$ cat src/rtl/cordiv_pkg.sv
// cordiv_pkg: shared defaults and sizing helpers for the CORDIV divider
package cordiv_pkg;
  localparam int CORDIV_CNT_W = 8;
  localparam int CORDIV_DEPTH = 2;
  function automatic int cnt_mid(input int width);
    return 1 << (width - 1);
  endfunction
  function automatic int sel_w(input int depth);
    return (depth > 1) ? $clog2(depth) : 1;
  endfunction
endpackage

$ cat src/rtl/cordiv_core.sv
// cordiv_core: CORDIV history register and registered quotient bitstream
module cordiv_core import cordiv_pkg::*; #(
  parameter int DEPTH = CORDIV_DEPTH,
  localparam int SEL_W = sel_w(DEPTH)
) (
  input  logic             clk,
  input  logic             rst_n,
  input  logic             en,
  input  logic             clr,
  input  logic [SEL_W-1:0] sel,
  input  logic             dividend,
  input  logic             divisor,
  output logic             quotient
);
  logic [DEPTH-1:0] hist_q, hist_d;
  logic quotient_q, quotient_d, hsel;
  always_comb begin
    hsel = hist_q[DEPTH-1];
    for (int i = 0; i < DEPTH - 1; i++) hsel = (sel == SEL_W'(i)) ? hist_q[i] : hsel;
    quotient_d = divisor ? dividend : hsel;
    hist_d = divisor ? {hist_q[DEPTH-2:0], dividend} : hist_q;
  end
  always_ff @(posedge clk or negedge rst_n) begin
    if (!rst_n) begin
      hist_q <= '0;
      quotient_q <= 1'b0;
    end else if (clr) begin
      hist_q <= '0;
      quotient_q <= 1'b0;
    end else if (en) begin
      hist_q <= hist_d;
      quotient_q <= quotient_d;
    end
  end
  assign quotient = quotient_q;
endmodule

$ cat src/rtl/cordivall_param.sv
// cordivall_param: SC divider with counter-based bitstream regeneration feeding a CORDIV core
module cordivall_param import cordiv_pkg::*; #(
  parameter int CNT_W = CORDIV_CNT_W,
  parameter int DEPTH = CORDIV_DEPTH,
  parameter int SATURATE = 1,
  parameter int WARMUP = 16,
  localparam int SEL_W = sel_w(DEPTH)
) (
  input  logic             clk,
  input  logic             rst_n,
  input  logic             en,
  input  logic             clr,
  input  logic [CNT_W-1:0] randnum,
  input  logic [SEL_W-1:0] sel,
  input  logic             dividend,
  input  logic             divisor,
  output logic             quotient,
  output logic             out_valid
);
  localparam int WU_W = $clog2(WARMUP + 1);
  localparam logic [CNT_W-1:0] MID = CNT_W'(cnt_mid(CNT_W));
  localparam logic [WU_W-1:0] WU_MAX = WU_W'(WARMUP);
  logic [CNT_W-1:0] dvd_cnt_q, dvd_cnt_d, dvs_cnt_q, dvs_cnt_d;
  logic [WU_W-1:0] wu_q, wu_d;
  logic dvd_rg, dvs_rg;
  function automatic logic [CNT_W-1:0] cnt_step(input logic [CNT_W-1:0] c, input logic up);
    return (SATURATE != 0 && (up ? &c : ~|c)) ? c : (up ? c + 1'b1 : c - 1'b1);
  endfunction
  // a shared threshold is what correlates the two regenerated streams
  always_comb begin
    dvd_cnt_d = cnt_step(dvd_cnt_q, dividend);
    dvs_cnt_d = cnt_step(dvs_cnt_q, divisor);
    wu_d = (wu_q == WU_MAX) ? wu_q : wu_q + 1'b1;
    dvd_rg = dvd_cnt_q >= randnum;
    dvs_rg = dvs_cnt_q >= randnum;
  end
  always_ff @(posedge clk or negedge rst_n) begin
    if (!rst_n) begin
      dvd_cnt_q <= MID;
      dvs_cnt_q <= MID;
      wu_q <= '0;
    end else if (clr) begin
      dvd_cnt_q <= MID;
      dvs_cnt_q <= MID;
      wu_q <= '0;
    end else if (en) begin
      dvd_cnt_q <= dvd_cnt_d;
      dvs_cnt_q <= dvs_cnt_d;
      wu_q <= wu_d;
    end
  end
  assign out_valid = wu_q == WU_MAX;
  cordiv_core #(.DEPTH(DEPTH)) u_core (
    .clk(clk), .rst_n(rst_n), .en(en), .clr(clr), .sel(sel),
    .dividend(dvd_rg), .divisor(dvs_rg), .quotient(quotient)
  );
endmodule

$ cat config.mk
export PLATFORM = sky130hd
export DESIGN_NAME = cordivall_param
export DESIGN_NICKNAME = d
export VERILOG_FILES = /design/src/rtl/cordiv_pkg.sv /design/src/rtl/cordiv_core.sv /design/src/rtl/cordivall_param.sv
export SDC_FILE = /design/constraint.sdc
export NUM_CORES = 1
export LEC_CHECK = 0
export BUFFER_PORTS_ARGS = -buffer_cell sky130_fd_sc_hd__buf_2
export CAP_MARGIN = 20
export CORE_MARGIN = 2
export CORE_UTILIZATION = 60
export CTS_CLUSTER_SIZE = 40
export DETAILED_ROUTE_END_ITERATION = 8
export GPL_TIMING_DRIVEN = 0
export PLACE_DENSITY = 0.79
export REMOVE_ABC_BUFFERS = 1
export SLEW_MARGIN = 20
export SYNTH_ARGS = -nofsm -noshare
export SYNTH_HDL_FRONTEND = slang
export SYNTH_HIERARCHICAL = 1
export SYNTH_SLANG_ARGS = --single-unit
$ cat constraint.sdc
create_clock -name clk -period 2.77 [get_ports clk]
set_input_delay 0.277 -clock clk [delete_from_list [all_inputs] [get_ports clk]]
set_output_delay 0.277 -clock clk [all_outputs]
set_load 0.005 [all_outputs]
==> reports/metrics.cfg, run 1 <==
[sta]
worst_pin_slew_ns=0.604
fin_crit_sh_pct=90.9
setup_viol=0
layout_min_cycle_time_ns=2.52
rsz0062_at_grt=no
worst_slack_ns=0.252
max-slew-margin-rel_pct=59.6
slew_violations=0
hold_viol_final=22
setup_tns_ns=0
holdWs_ns=-0.00849
skew_ns=0.00139
maxClockFrequency_ghz=0.397

[pwr]
swShare_pct=35.6
p_clk_share_pct=21.6
p_int_mw=0.722
seqPwrFrac_pct=39.3
p_switching_mw=0.398
p_comb_share_pct=39.0
p_leak_nw=1.16
peakVddDrop_v=0.000234
power_density_nw_per_um2=467

[setup_path]
cp_top_family=compound AO/OA/AOI/OAI gates
crit_arrival_ns=2.69
path_cells=inv_1, ha_1, nand2b_1, a21o_1, a21oi_1, o21ai_0, o41a_1, or3b_1, o221ai_1
r2r-start=dvs_cnt_q[0]
slowest_delay_ns=0.43
worstSetupStartpointType=flop
required_ns=2.95
reg2regPathDepth=9
crit_path_top_delay_cell=dfrtp_1
crit_buf_inv=1
r2r-end=u_core/quotient
path_max_fanout=6
r2r_slack_ns=0.25
path_class=reg -> reg
end_kind=flop

[detailed_routing]
detail_route.wl_per_cell_um=14.7
detailroute.via_count=1872
drtIter0Drc=117
drt-total-wl_mm=4.58
postRouteAntennaNets=0
viasPerCell=6.02
first_pass_iters=4
remaining_drc_errors=0

[yosys]
synth.top_cells.by_count=30 x ha_1, 22 x dfrtp_1, 22 x nor2_1, 20 x inv_1, 15 x a21oi_1
synthDistinctLibCells=49
synth_top_area_cell=dfrtp_1
yosysWarnings=6
synth_area_leaders=dfrtp_1 25%, ha_1 17%, mux2i_1 6.3%
synth.most_common_cell=ha_1
seq_area_frac_synth_pct=27.2
synth_ff_type=dfrtp_1
syn_area_um2=2220
avgSynthCellArea_um2=9.02
synth_edf_count=0
synth_seq_cells=24
synthDominantCellAreaShare_pct=24.8
netlist_instances=246
async_flop_share_pct=100

[clock_tree]
path_clk_slew_ns=0.09
postCtsSetupBuffers=0
cts_buffers=3
ctsHoldBuffers=0
cts_resized=0
root_buffer=clkbuf_8
cts_sinks=24
cts_tree=yes
clkLatencyLatePin_ns=0.26
cts_max_level=1
clockBufferDepth=2

[place]
hpwlAfterDp_mm=3.40
gp_congestion=0.839
dp_slack_ns=0.271
numPortBuffers=16
dpl.cell_count=307

[cells_and_area]
nFillCells=318
final_nets=311
stdcell_count=311
drive_above_1_share_pct=12.5
n_antenna_cell=0
area_growth_pct=8.07

[job]
cap_viol_max_count=0

[global_routing]
grt_overflow=0
antenna_found_initial=0
grt_pass1_wl_mm=8.04
grt_pass1_vias=1819
grt_start_max_net_pins=29
grt_use_total_pct=23.8

[run_status]
violations=hold timing
status=finished with violations

[floorplan]
start_util_pct=61.5
chipHeight_um=64.8
die_w_um=64.8
row_count=22
die-area_um2=4200
core_area_um2=3610
io_pins=17

[hold_path]
hp-class=in -> async

==> worst register-to-register path, cell delays in order (launching register included) <==
cell,delay (ns)
dfrtp_1,0.43
inv_1,0.14
ha_1,0.24
nand2b_1,0.14
a21o_1,0.18
a21oi_1,0.17
o21ai_0,0.13
o41a_1,0.42
or3b_1,0.38
o221ai_1,0.19
==> cells by family after synthesis <==
logic type	Yosys count	synth area share, %
and+or+nand+nor	83	20.8
AOI/OAI and AO/OA	63	20.0
muxes	15	6.82
DFF	24	27.2
adders and majority gates	32	18.7
xor gates and xnor gates	6	2.37
buffers and inverters	23	4.12
==> area by class of cell <==
cell class | count | area [µm²] | share of cell area [%]
inverter | 20 | 75.1 | 3.13
multi-input combinational | 199 | 1520 | 63.6
sequential | 24 | 603 | 25.2
timing repair buffer | 16 | 80.1 | 3.34
clock buffer | 4 | 55.1 | 2.30
tap | 48 | 60.1 | 2.51
==> metal layers <==
layer	vias to the layer above	track usage, %	routed length (µm)
met5	-	0	0
met4	0	5.59	32
met3	4	2.26	176
met2	38	38.5	2030
met1	891	34.5	2340
li1	939	-	-
==> power groups by stage <==
stage / Combinational [mW] / Clock (mW) / Sequential (mW)
floorplan: 0.339 / 0 / 0.430
global placement: 0.418 / 0 / 0.444
detailed placement: 0.433 / 0 / 0.447
CTS: 0.437 / 0.250 / 0.440
global route: 0.506 / 0.258 / 0.446
finish: 0.437 / 0.242 / 0.440
==> stage by stage <==
step                      instance area, µm²  hold slack (ns)  util (%)  total power, mW
after detailed placement                2340            0.302      65.0            0.880
after global routing                    2400           0.0298      66.5             1.21
final                                   2400         -0.00849      66.5             1.12
after floorplan                         2200          -0.0186         -            0.769
after CTS                               2400          0.00842      66.5             1.13
after global placement                  2340            0.306      65.0            0.862
==> how the worst max path moves through the flow <==
stage                             from         endpoint  slack [ns]  cells past startpoint
final                     dvs_cnt_q[0]  u_core/quotient        0.25                      9
after global routing      dvs_cnt_q[0]  u_core/quotient        0.13                      9
after CTS                 dvs_cnt_q[0]  u_core/quotient        0.25                      9
after detailed placement  dvs_cnt_q[0]  u_core/quotient        0.27                      9
after global placement    dvs_cnt_q[0]  u_core/quotient        0.32                      9
after floorplan           dvs_cnt_q[0]  u_core/quotient        0.57                      9
==> layout by cell type, fill, tap and decap left out, types with 4 or more instances in the layout <==
cell | Yosys | final
nor2_1 | 22 | 22
a211oi_1 | 4 | 4
nor4_1 | 4 | 4
clkbuf_8 | 0 | 4
nand2_1 | 7 | 7
dfrtp_1 | 22 | 22
nand4_1 | 4 | 4
nand2b_1 | 11 | 11
inv_1 | 20 | 20
o21ai_0 | 13 | 13
a21oi_1 | 15 | 15
nand3_1 | 6 | 6
buf_2 | 0 | 16
mux2i_1 | 14 | 14
nor2b_1 | 6 | 6
ha_1 | 30 | 30
a21o_1 | 6 | 6
nor3_1 | 6 | 6
==> registers in the layout (all words and copies together) (netlist names) <==
| signal | cells |
|---|---|
| dvd_cnt_q | 8 |
| dvs_cnt_q | 8 |
| u_core/quotient | 1 |
| u_core/hist_q | 2 |
| wu_q | 5 |
No activity file was read; power rests on OpenSTA's default activity.
==> run 2, diff against run 1 <==
--- a/config.mk
+++ b/config.mk
@@ -17,5 +17,4 @@
 export SLEW_MARGIN = 20
 export SYNTH_ARGS = -nofsm -noshare
 export SYNTH_HDL_FRONTEND = slang
-export SYNTH_HIERARCHICAL = 1
 export SYNTH_SLANG_ARGS = --single-unit
==> run 2 against run 1 <==
  * The flow now finishes without violations
  * Final cell count shrank 5.5%
  * Utilization grew 2.2 points
  * Via count shrank 7.3%
==> reports/metrics.cfg, run 2 <==
[cells_and_area]
area_growth_pct=8.45
drive_above_1_share_pct=13.3
top_regs=dvd_cnt_q (8), dvs_cnt_q (8), wu_q (5)
final_common_cell=ha_1
final_util_pct=68.7
final_area_um2=2330
layout_common_cells=30 x ha_1, 23 x nor2_1, 22 x dfrtp_1
final_nets=296
n_antenna_cell=0

[pwr]
p_leak_nw=1.13
p_comb_share_pct=40.5
p_int_mw=0.775
p_switching_mw=0.434
power_density_nw_per_um2=519
peakVddDrop_v=0.000255
seqPwrFrac_pct=37.9
swShare_pct=35.9
p_clk_share_pct=21.5

[global_routing]
grt_pass1_vias=1793
grt_use_total_pct=23.9
grt_start_max_net_pins=26
grt_overflow=0
antenna_found_initial=0
grt_pass1_wl_mm=7.87

[detailed_routing]
drtIter0Drc=72
viasPerCell=5.90
first_pass_iters=4
remaining_drc_errors=0
drt-total-wl_mm=4.38
postRouteAntennaNets=0
detail_route.wl_per_cell_um=14.9
detailroute.via_count=1736

[yosys]
synth.top_cells.by_count=30 x ha_1, 23 x nor2_1, 22 x dfrtp_1, 20 x inv_1, 14 x mux2i_1
syn_area_um2=2150
netlist_instances=232
async_flop_share_pct=100
synthDominantCellAreaShare_pct=25.6
avgSynthCellArea_um2=9.25
synth_top_area_cell=dfrtp_1
synth_seq_cells=24
synth_ff_type=dfrtp_1
yosysWarnings=0
synth_edf_count=0
synthDistinctLibCells=43
synth.most_common_cell=ha_1
synth_area_leaders=dfrtp_1 26%, ha_1 17%, mux2i_1 6.5%
seq_area_frac_synth_pct=28.1

[setup_path]
required_ns=3.02
worstSetupStartpointType=flop
r2r_slack_ns=0.45
crit_arrival_ns=2.57
end_kind=flop
reg2regPathDepth=6
r2r-end=dvs_cnt_q[7]
path_class=reg -> reg
r2r-start=dvs_cnt_q[3]
path_max_fanout=5

[sta]
skew_ns=0.00531
worst_pin_slew_ns=0.728
maxClockFrequency_ghz=0.431
layout_min_cycle_time_ns=2.32
max-slew-margin-rel_pct=51.4
setup_viol=0
fin_crit_sh_pct=83.8
worst_slack_ns=0.449
slew_violations=0
rsz0062_at_grt=no
setup_tns_ns=0
hold_viol_final=0

[place]
numPortBuffers=16
dp_slack_ns=0.230
gp_congestion=0.809
place_area_um2=2260
hpwlAfterDp_mm=3.30

[hold_path]
worstHoldPathCells=3
hp-class=in -> reg
min_from=dividend
holdPathEnd=dvd_cnt_q[1]

[floorplan]
row_count=21
die_w_um=63.8
core_area_um2=3390
start_util_pct=63.3
io_pins=17
chipHeight_um=63.8
die-area_um2=4070

[clock_tree]
cts_sinks=24
cts_buffers=3
path_clk_slew_ns=0.14
cts_max_level=1
clockBufferDepth=2
root_buffer=clkbuf_4
clkLatencyLatePin_ns=0.33
cts_tree=yes

[job]
cap_viol_max_count=0

[run_status]
status=finished, final reports clean

-- run 2: changes by cell type in the layout (fill, tap and decap cells not counted), moves of 4 or more --
cell,change
a21oi_1,-4
xnor2_1,+6
clkbuf_8,-4
o21ai_0,-5
nor4_1,-4
and3_1,+6
nand2b_1,-4
-- run 2: layout make-up --
type	count	area [µm²]
Multi-Input combinational cell	183	1450
Fill cell	274	1060
Sequential cell	24	603
Timing Repair Buffer	17	90.1
Inverter	20	75.1
Tap cell	46	57.6
Clock inverter	1	30.0
Clock buffer	3	22.5
-- run 2: stage by stage --
step,power [mW],std cells,hold WS (ns)
3_3_place_gp,0.925,289,0.287
4_1_cts,1.21,294,0.388
5_1_grt,1.31,294,0.384
6_report,1.21,294,0.381
2_1_floorplan,0.828,227,-0.0186
3_5_place_dp,0.947,289,0.289
-- run 2: what timing repair did --
item                                   4_1_cts  5_1_grt
setup buffers                                0        0
hold buffers                                 1        0
endpoints found under the hold margin       22        0
resized for setup                            0        0
-- run 2: per-layer routing --
| layer | global-route usage [%] | wire length [µm] | vias to the layer above | part of all wire, % |
|---|---|---|---|---|
| li1 | - | - | 880 | - |
| met1 | 31.8 | 2130 | 818 | 49 |
| met2 | 41.8 | 2100 | 33 | 48 |
| met3 | 2.11 | 95 | 5 | 2.2 |
| met4 | 6.25 | 48 | 0 | 1.1 |
| met5 | 0 | 0 | - | 0 |
-- run 2: power groups by stage --
stage | logic [mW] | clock network [mW] | registers [mW]
global route | 0.566 | 0.277 | 0.468
floorplan | 0.381 | 0 | 0.447
global placement | 0.464 | 0 | 0.462
detailed placement | 0.483 | 0 | 0.464
finish | 0.490 | 0.260 | 0.458
CTS | 0.491 | 0.258 | 0.458
-- run 2: kinds of logic after synthesis --
logic type | count (synthesis) | share of synthesized area, %
xor gates and xnor gates | 12 | 4.90
DFF | 24 | 28.1
buffers and inverters | 25 | 5.07
and+or+nand+nor | 70 | 17.2
AOI/OAI and AO/OA | 53 | 17.8
muxes | 16 | 7.58
adders and majority gates | 32 | 19.3
-- run 2: critical path, cell delays in order, from the launching register on --
cell	delay (ns)
dfrtp_1	0.47
ha_1	0.36
a21o_1	0.18
a221oi_1	0.48
mux2i_1	0.38
a311oi_2	0.15
a41oi_1	0.22
-- run 2: worst max path at each step --
stage                       startpoint           end  slack (ns)
after floorplan               dividend  dvd_cnt_q[7]        0.73
after global placement         divisor  dvs_cnt_q[7]        0.31
after detailed placement       divisor  dvs_cnt_q[7]        0.23
after CTS                 dvs_cnt_q[7]  dvs_cnt_q[7]        0.43
after global routing      dvd_cnt_q[3]  dvd_cnt_q[7]        0.29
final                     dvs_cnt_q[3]  dvs_cnt_q[7]        0.45
